==> config.mk <==
export PLATFORM = sky130hd
export DESIGN_NAME = game_cmd_sequencer
export DESIGN_NICKNAME = d
export VERILOG_FILES = /design/src/rtl/game_pkg.sv /design/src/rtl/byte_timeout.sv /design/src/rtl/game_cmd_sequencer.sv
export SDC_FILE = /design/constraint.sdc
export NUM_CORES = 1
export LEC_CHECK = 0
export ABC_AREA = 1
export BUFFER_PORTS_ARGS = -buffer_cell sky130_fd_sc_hd__buf_2
export CORE_MARGIN = 2
export CORE_UTILIZATION = 55
export DETAILED_ROUTE_END_ITERATION = 8
export PLACE_DENSITY_LB_ADDON = 0.12
export SYNTH_ARGS = -nofsm -noshare
export SYNTH_HDL_FRONTEND = slang
export SYNTH_SLANG_ARGS = --single-unit
==> constraint.sdc <==
create_clock -name CLOCK_50 -period 3.2 [get_ports CLOCK_50]
set_clock_uncertainty 0.1 [all_clocks]
set_input_delay 0.64 -clock CLOCK_50 [delete_from_list [all_inputs] [get_ports CLOCK_50]]
set_output_delay 0.64 -clock CLOCK_50 [all_outputs]
set_load 0.01 [all_outputs]
==> src/rtl/game_pkg.sv <==
// Shared constants and state encoding for the game command sequencer.
// Pure declarations: no logic, no latency, no flow control.
package game_pkg;

  localparam logic [7:0] SYNC_DRAW  = 8'hA5;
  localparam logic [7:0] SYNC_CLEAR = 8'h5A;

  localparam int GRID_W_DEF = 32;
  localparam int GRID_H_DEF = 24;

  typedef enum logic [2:0] {
    IDLE,
    GET_X,
    GET_Y,
    GET_COL,
    GET_CHK,
    WRITE,
    CLEAR
  } state_t;

endpackage

==> src/rtl/byte_timeout.sv <==
// Inter-byte watchdog: expired is high after TIMEOUT_CYC enabled clocks without restart.
// Latency: expired rises in the TIMEOUT_CYC-th cycle after the last restart; no backpressure.
module byte_timeout #(
  parameter int TIMEOUT_CYC = 50000
) (
  input  logic clk,
  input  logic rst,
  input  logic restart,
  input  logic enable,
  output logic expired
);

  localparam int CW = $clog2(TIMEOUT_CYC + 1);

  logic [CW-1:0] cnt;

  always_ff @(posedge clk) begin
    if (rst || restart || !enable) begin
      cnt <= '0;
    end else begin
      cnt <= cnt + 1'b1;
    end
  end

  assign expired = enable && (cnt == CW'(TIMEOUT_CYC - 1));

endmodule

==> src/rtl/game_cmd_sequencer.sv <==
// Decodes UART draw/clear packets into frame-buffer cell writes.
// Latency: fb_req one cycle after CHK; fb_req held (addr/data stable) until fb_ack.
module game_cmd_sequencer
  import game_pkg::*;
#(
  parameter int GRID_W      = GRID_W_DEF,
  parameter int GRID_H      = GRID_H_DEF,
  parameter int ADDR_W      = 10,
  parameter int TIMEOUT_CYC = 50000
) (
  input  logic              CLOCK_50,
  input  logic              rst,
  input  logic [7:0]        rx_data,
  input  logic              rx_valid,
  output logic              fb_req,
  input  logic              fb_ack,
  output logic [ADDR_W-1:0] fb_addr,
  output logic [7:0]        fb_data,
  output logic              busy,
  output logic              pkt_ok,
  output logic              pkt_err
);

  localparam int                AW_FULL   = ADDR_W + 8;
  localparam logic [31:0]       GW        = 32'(GRID_W);
  localparam logic [31:0]       GH        = 32'(GRID_H);
  localparam logic [ADDR_W-1:0] LAST_CELL = ADDR_W'(GRID_W * GRID_H - 1);

  state_t              state, state_nxt;
  logic [7:0]          x_q, y_q, col_q;
  logic [ADDR_W-1:0]   fb_addr_q;
  logic [7:0]          fb_data_q;
  logic                err_pend, err_pend_nxt;
  logic                in_get, expired, chk_bad, done;
  logic [ADDR_W-1:0]   addr_calc;

  assign in_get    = (state == GET_X) || (state == GET_Y) || (state == GET_COL) || (state == GET_CHK);
  assign chk_bad   = (rx_data != (x_q ^ y_q ^ col_q)) || (32'(x_q) >= GW) || (32'(y_q) >= GH);
  assign addr_calc = ADDR_W'(AW_FULL'(y_q) * AW_FULL'(GRID_W) + AW_FULL'(x_q));
  assign done      = fb_ack && ((state == WRITE) || ((state == CLEAR) && (fb_addr_q == LAST_CELL)));

  byte_timeout #(.TIMEOUT_CYC(TIMEOUT_CYC)) u_timeout (
    .clk     (CLOCK_50),
    .rst     (rst),
    .restart (rx_valid),
    .enable  (in_get),
    .expired (expired)
  );

  always_ff @(posedge CLOCK_50) begin
    if (rst) begin
      state     <= IDLE;
      x_q       <= '0;
      y_q       <= '0;
      col_q     <= '0;
      fb_addr_q <= '0;
      fb_data_q <= '0;
      err_pend  <= 1'b0;
    end else begin
      state    <= state_nxt;
      err_pend <= err_pend_nxt;
      if (rx_valid) begin
        case (state)
          IDLE: if (rx_data == SYNC_CLEAR) begin
            fb_addr_q <= '0;
            fb_data_q <= '0;
          end
          GET_X:   x_q   <= rx_data;
          GET_Y:   y_q   <= rx_data;
          GET_COL: col_q <= rx_data;
          GET_CHK: if (!chk_bad) begin
            fb_addr_q <= addr_calc;
            fb_data_q <= col_q;
          end
          default: ;
        endcase
      end
      if ((state == CLEAR) && fb_ack && (fb_addr_q != LAST_CELL)) begin
        fb_addr_q <= fb_addr_q + 1'b1;
      end
    end
  end

  // A byte that collides with the completing ack has its error deferred to the
  // following IDLE cycle so pkt_ok and pkt_err never coincide.
  always_comb begin
    state_nxt    = state;
    err_pend_nxt = 1'b0;
    pkt_ok       = 1'b0;
    pkt_err      = err_pend;
    case (state)
      IDLE: begin
        if (rx_valid && (rx_data == SYNC_DRAW)) state_nxt = GET_X;
        else if (rx_valid && (rx_data == SYNC_CLEAR)) state_nxt = CLEAR;
      end
      GET_X, GET_Y, GET_COL: begin
        if (rx_valid) begin
          state_nxt = state_t'(state + 3'd1);
        end else if (expired) begin
          state_nxt = IDLE;
          pkt_err   = 1'b1;
        end
      end
      GET_CHK: begin
        if (rx_valid) begin
          state_nxt = chk_bad ? IDLE : WRITE;
          pkt_err   = chk_bad;
        end else if (expired) begin
          state_nxt = IDLE;
          pkt_err   = 1'b1;
        end
      end
      WRITE, CLEAR: begin
        if (done) begin
          state_nxt    = IDLE;
          pkt_ok       = 1'b1;
          err_pend_nxt = rx_valid;
        end else if (rx_valid) begin
          pkt_err = 1'b1;
        end
      end
      default: state_nxt = IDLE;
    endcase
    if (rst) begin
      pkt_ok  = 1'b0;
      pkt_err = 1'b0;
    end
  end

  assign fb_req  = (state == WRITE) || (state == CLEAR);
  assign busy    = (state != IDLE);
  assign fb_addr = fb_addr_q;
  assign fb_data = fb_data_q;

endmodule

==> reports/metrics.cfg, run 1 <==
[die]
core_area_um2=6280
die_h_um=84.2
fp.dieW_um=84.2
die_area_um2=7090
io_pins=34
num_rows=29
initial_core_util_pct=56.3

[placement]
dpl-instance-area_um2=3730
dp_hpwl_mm=5.94
gp_congestion=0.886
place_inst=611
port_buffers=33
place_worst_setup_slack_ns=0.440

[yosys]
synth_warnings=0
ys_ff_latch=62
synth_xor_area_share_pct=5.94
synth_edf_count=0
ys_types=39
yosysMostFrequentCell=nand2_1
ys.flop_type=dfxtp_1
synthAdderAreaFrac_pct=4.10
synth_area_leaders=dfxtp_1 35%, nand2_1 13%, a21oi_1 6.4%
synthesis.nets=538
synthSimpleGateAreaFrac_pct=28.9
synth_common_cells=119 x nand2_1, 62 x dfxtp_1, 59 x inv_1, 45 x a21oi_1, 45 x nor2_1
ys_seq_area_share_pct=35.1
synth_top_cell_by_area=dfxtp_1
async_reset_ff_share_pct=0
muxShareOfSynthArea_pct=0
netlist_area_um2=3540
synth_top_area_share_pct=35.1
avgSynthCellArea_um2=6.87
synth-compound-area-share_pct=16.8
synth_cells=515
synth_top_family_by_area=simple AND/OR/NAND/NOR gates

[timing]
min_period_over_period_pct=92.9
hold_ws_ns=0.344
setup_slack_ns=0.228
hold_viol=0
fmax_mhz=336
finalMaxSlewViolations=0
setup_violations=0
fin_crit_ns=2.97
finalSetupTns_ns=0
tightest_slew_ns=0.590
max-slew-margin-rel_pct=60.5

[grt]
antenna_found_initial=0
met1_usage_pct=30.3
groute.usage.overall_pct=23.3
grt_max_degree=25
grt_pass1_vias=3015
met3_usage_pct=4.03
grt.busiest_layer=met2
grt_pass1_wl_mm=13.4
grt_overflow=0
grt_use_met2_pct=38.5

[drt]
viasPerCell=5.23
first_pass_iters=5
wirelength_mm=7.97
drt-initial-drc-count=145
wl_per_cell_um=12.7
vias=3291
ant_nets=0
drc=0

[cts]
clockBufferDepth=2
worstSkewPairLatency_ns=0.34
cts_made_buffers=9
holdBufCountCts=0
clock_sinks=62
cts-htree-levels=3
cts_tree=yes
clk_pin_slew_worst_paths_ns=0.06
cts_root_buffer=clkbuf_8

[layout]
area_delta_synth_final_pct=12.3
finalNetCount=570
antenna-diode-count=0
stdcell_count=629
utilization_pct=63.3
drive_gt1_share_pct=14.3
nFillCells=605
fin_area_um2=3970

[status]
status=finished clean

[setup_path]
crit_chain=inv_1 -> ha_1 -> o21ai_1 -> nand2_1 -> nor2_2 -> inv_1 -> nand2_1 -> inv_1 -> a21oi_1 -> nand2_1 -> o31ai_1 -> nand3_1 -> nand2_1 -> inv_1 -> buf_2
crit_path_max_incr_delay_ns=0.37
crit_path_start=state[0]$_SDFFE_PP0P_
crit_path_start_kind=flop
crit_fanout=5
required_ns=2.46
critical_path_class=reg -> out
arrival_ns=2.23
cp_slowest_cell=dfxtp_2
r2r_start=fb_addr[0]$_SDFFE_PP0P_
endpoint_kind=output port

[min_path]
min_from=u_timeout.cnt[0]$_SDFF_PP0_
hp-class=reg -> reg

[job]
drv_cap=0

[pwr]
vdd_drop_max_mv=0.339
leakage_nw=1.69
power.total_mw=2.38
switching_share_pct=34.6
pwr-share-clk_pct=31.7
p_switching_mw=0.824
p_int_mw=1.56
pwr-share-seq_pct=37.9
power_density_nw_per_um2=600
pwr-share-comb_pct=30.5

==> power groups by stage <==
stage                     Sequential, mW  Combinational (mW)  Clock, mW
after global routing               0.913               0.820      0.790
after floorplan                    0.902               0.536          0
final                              0.901               0.726      0.754
after detailed placement           0.916               0.684          0
after global placement             0.914               0.676          0
after CTS                          0.898               0.686      0.766
==> final timing paths <==
check	to	slack, ns	depth (start not counted)
worst max-delay path	pkt_err	0.23	15
worst min-delay path	u_timeout.cnt[0]$_SDFF_PP0_	0.34	1
worst max register to register	fb_addr[8]$_SDFFE_PP0P_	0.98	13
worst min register to register	u_timeout.cnt[0]$_SDFF_PP0_	0.34	1
==> sequential cells by signal, summed over array words and instances, names as in the netlist <==
signal         flops
col_q              8
fb_addr           10
state              3
y_q                8
u_timeout.cnt     16
x_q                8
err_pend           1
fb_data            8
==> repair_timing <==
item | in CTS | in global routing
setup endpoints to repair | 0 | 1
setup buffers | 0 | 2
resized for setup | 0 | 5
==> worst max-delay path, delay by kind of cell, from the launching register on <==
kind                     cells  cell delay [ns]
AO/OA/AOI/OAI                3             0.31
adder cells (fa/ha/maj)      1             0.23
buffers and inverters        5             0.38
flip-flops                   1             0.37
AND/OR/NAND/NOR              6             0.60
==> final cells by class <==
class | count | area (µm²) | share of cell area (%)
multi-input combinational | 373 | 1980 | 49.8
sequential | 62 | 1240 | 31.3
inverter | 63 | 236 | 5.95
timing repair buffer | 38 | 203 | 5.10
clock buffer | 12 | 145 | 3.65
tap | 77 | 96.3 | 2.43
clock inverter | 4 | 70.1 | 1.76
==> kinds of logic after synthesis <==
| family | after synthesis |
|---|---|
| adder cells (fa/ha/maj) | 11 |
| XOR/XNOR | 24 |
| flip-flops | 62 |
| AND/OR/NAND/NOR | 234 |
| AO/OA/AOI/OAI | 104 |
| buffers and inverters | 80 |
==> metal layers <==
metal	share of wire, %	vias to the layer above	wire [µm]
met5	0	-	0
met4	1.9	0	155
met3	2.9	13	233
met2	47	46	3720
met1	49	1497	3870
li1	-	1735	-
==> cell usage in the layout (no fill, tap or decap), types with 6 or more instances in the layout <==
cell,count
inv_1,59
ha_1,10
nand3_1,43
nand2_1,118
a21oi_2,7
nand4_1,6
xor2_1,13
nor2_1,44
a21oi_1,45
nor3_1,6
dfxtp_1,60
xnor2_1,11
buf_2,33
clkbuf_8,10
o21ai_0,35
Power figures use the tool's default switching activity.
==> run 2, diff against run 1 <==
Settings changed: SYNTH_HIERARCHICAL from default to 1.
==> run 2 against run 1 <==
Net effect:
- core utilization grew 2.3 points
- critical path type unchanged
- sequential share of layout area shrank 3.0 points
- sequential power rose by 3.2%
- critical path depth shrank 1
==> reports/metrics.cfg, run 2 <==
[pwr]
power_density_nw_per_um2=595  ; was 600 nW/µm²
pwr-share-clk_pct=30.9  ; was 31.7%
pwr-share-seq_pct=35.3  ; was 37.9%
pwr-share-comb_pct=33.8  ; was 30.5%
p_int_mw=1.70  ; was 1.56 mW
switching_share_pct=35.4  ; was 34.6%
p_switching_mw=0.933  ; was 0.824 mW
vdd_drop_max_mv=0.399  ; was 0.339 mV
leakage_nw=1.90  ; was 1.69 nW

[yosys]
synth_warnings=6  ; was 0
synth_edf_count=0  ; unchanged
synth_top_cell_by_area=dfxtp_1  ; unchanged
synth_cells=583  ; was 515
synth_top_area_share_pct=32.4  ; was 35.1%
synth_area_leaders=dfxtp_1 32%, nand2_1 15%, nor2_1 6.5%  ; was dfxtp_1 35%, nand2_1 13%, a21oi_1 6.4%
ys_seq_area_share_pct=32.4  ; was 35.1%
yosysMostFrequentCell=nand2_1  ; unchanged
ys.flop_type=dfxtp_1  ; unchanged
synthesis.nets=606  ; was 538
async_reset_ff_share_pct=0  ; unchanged
ys_types=41  ; was 39
avgSynthCellArea_um2=6.57  ; was 6.87 µm²
ys_ff_latch=62  ; unchanged
synth_common_cells=152 x nand2_1, 66 x nor2_1, 62 x dfxtp_1, 56 x inv_1, 42 x nand3_1  ; was 119 x nand2_1, 62 x dfxtp_1, 59 x inv_1, 45 x a21oi_1, 45 x nor2_1
netlist_area_um2=3830  ; was 3540 µm²

[setup_path]
crit_fanout=4  ; was 5
cp_slowest_cell=dfxtp_4  ; was dfxtp_2
endpoint_kind=output port  ; unchanged
path_delay_family=simple AND/OR/NAND/NOR gates  ; unchanged
crit_chain=inv_4 -> buf_4 -> ha_2 -> nand2_2 -> nand2_2 -> nand2_1 -> nor3b_2 -> nand3_1 -> nor2_4 -> a21oi_2 -> o22ai_1 -> a21oi_1 -> a31oi_1 -> buf_2  ; was inv_1 -> ha_1 -> o21ai_1 -> nand2_1 -> nor2_2 -> inv_1 -> nand2_1 -> inv_1 -> a21oi_1 -> nand2_1 -> o31ai_1 -> nand3_1 -> nand2_1 -> inv_1 -> buf_2
arrival_ns=2.39  ; was 2.23 ns
required_ns=2.46  ; about the same
crit_path_start_kind=flop  ; unchanged
crit_path_max_incr_delay_ns=0.37  ; about the same
critPathBufInv=3  ; was 5
critical_path_class=reg -> out  ; unchanged
path_common_cell=nand2_2

[min_path]
hp-class=reg -> reg  ; unchanged

[layout]
mostFrequentLayoutCells=150 x nand2_1, 62 x nor2_1, 59 x dfxtp_1, 52 x inv_1, 42 x nand3_1  ; was 118 x nand2_1, 60 x dfxtp_1, 59 x inv_1, 45 x a21oi_1, 44 x nor2_1
antenna-diode-count=0  ; unchanged
drive_gt1_share_pct=22.0  ; was 14.3%
nFillCells=604  ; was 605
layout_commonest_cell=nand2_1  ; unchanged
stdcell_count=706  ; was 629
finalNetCount=644  ; was 570
largest_reg_flops=16  ; unchanged
area_delta_synth_final_pct=15.5  ; was 12.3%
largest_register=u_timeout/cnt  ; was u_timeout.cnt
fin_area_um2=4430  ; was 3970 µm²

[timing]
finalMaxSlewViolations=0  ; unchanged
fmax_mhz=319  ; was 336 MHz
hold_viol=0  ; unchanged
tightest_slew_ns=0.661  ; was 0.590 ns
setup_violations=0  ; unchanged
min_period_over_period_pct=97.9  ; was 92.9%
fin_crit_ns=3.13  ; was 2.97 ns
max-slew-margin-rel_pct=55.7  ; was 60.5%

[placement]
place_inst=682  ; was 611
port_buffers=33  ; unchanged
dp_hpwl_mm=6.84  ; was 5.94 mm
gp_congestion=0.842  ; was 0.886
dpl-instance-area_um2=4030  ; was 3730 µm²

[die]
core_area_um2=6760  ; was 6280 µm²
io_pins=34  ; unchanged
die_h_um=87.5  ; was 84.2 µm
initial_core_util_pct=56.7  ; was 56.3%
die_area_um2=7650  ; was 7090 µm²
fp.dieW_um=87.5  ; was 84.2 µm
num_rows=30  ; was 29

[drt]
viasPerCell=5.36  ; was 5.23
first_pass_iters=5  ; unchanged
wirelength_mm=9.55  ; was 7.97 mm
drc=0  ; unchanged
vias=3783  ; was 3291
drt-initial-drc-count=237  ; was 145
ant_nets=0  ; unchanged
wl_per_cell_um=13.5  ; was 12.7 µm

[cts]
cts_made_buffers=9  ; unchanged
worstSkewPairLatency_ns=0.35  ; was 0.34 ns
clk_pin_slew_worst_paths_ns=0.07  ; was 0.06 ns
cts-htree-levels=3  ; unchanged
clockBufferDepth=2  ; unchanged
cts_tree=yes  ; unchanged
cts_root_buffer=clkbuf_8  ; unchanged
clock_sinks=62  ; unchanged

[grt]
grt_pass1_wl_mm=15.4  ; was 13.4 mm
grt_overflow=0  ; unchanged
groute.usage.overall_pct=26.0  ; was 23.3%
grt_max_degree=26  ; was 25
grt_pass1_vias=3323  ; was 3015
antenna_found_initial=0  ; unchanged

[status]
status=finished clean  ; unchanged

[job]
drv_cap=0  ; unchanged

run 2: layout make-up:
class	instances	area [µm²]	area share [%]
inverter	62	238	5.37
tap	80	100	2.26
clock buffer	13	169	3.82
sequential	62	1250	28.3
timing repair buffer	47	270	6.11
multi-input combinational	439	2330	52.7
clock inverter	3	65.1	1.47
run 2: worst paths after layout:
path / startpoint / endpoint / depth (start not counted) / slack, ns
worst min register to register: u_timeout/cnt[0]$_SDFF_PP0_ / u_timeout/cnt[0]$_SDFF_PP0_ / 1 / 0.37
worst max-delay path: state[0]$_SDFFE_PP0P_ / pkt_err / 14 / 0.07
worst max register to register: state[0]$_SDFFE_PP0P_ / state[0]$_SDFFE_PP0P_ / 16 / 0.70
worst min-delay path: u_timeout/cnt[0]$_SDFF_PP0_ / u_timeout/cnt[0]$_SDFF_PP0_ / 1 / 0.37
run 2: metrics by stage:
stage	hold slack (ns)	setup TNS (ns)	power, mW	util (%)	setup WS, ns
2_1_floorplan	0.330	0	1.48	-	0.354
3_3_place_gp	0.344	0	1.65	59.7	0.316
3_5_place_dp	0.357	0	1.67	59.7	0.218
4_1_cts	0.374	0	2.49	63.4	0.0185
5_1_grt	0.400	-0.0842	2.78	65.5	-0.0842
6_report	0.368	0	2.63	65.5	0.0675
run 2: layer usage:
metal  wire length (µm)  vias to the layer above  share of wire (%)  GRT usage [%]
met5                  0                        -                  0              0
li1                   -                     1950                  -              -
met3                551                       16                5.8           5.40
met2               4380                      108                 46           41.2
met1               4450                     1709                 47           34.6
met4                168                        0                1.8           9.93
run 2: cells by family (layout without fill, tap and decap cells):
| group | Yosys count | after routing | share of synthesized area (%) |
|---|---|---|---|
| simple gates | 310 | 310 | 35.8 |
| fa+ha+maj | 11 | 11 | 3.79 |
| flops | 62 | 62 | 32.4 |
| buf+inv | 82 | 125 | 8.98 |
| compound gates | 103 | 103 | 15.6 |
| xor+xnor | 15 | 15 | 3.43 |
run 2: power by group through the flow:
stage | Clock (mW) | Sequential (mW) | Combinational [mW]
floorplan | 0 | 0.925 | 0.554
global placement | 0 | 0.919 | 0.732
detailed placement | 0 | 0.923 | 0.744
CTS | 0.822 | 0.910 | 0.756
global route | 0.859 | 0.940 | 0.983
finish | 0.812 | 0.930 | 0.891
run 2: what timing repair did:
item	4_1_cts	5_1_grt
hold buffers	0	0
setup endpoints to repair	1	1
hold endpoints to repair	0	0
setup buffers	1	7
gates resized for setup	7	24
pin swaps	1	11
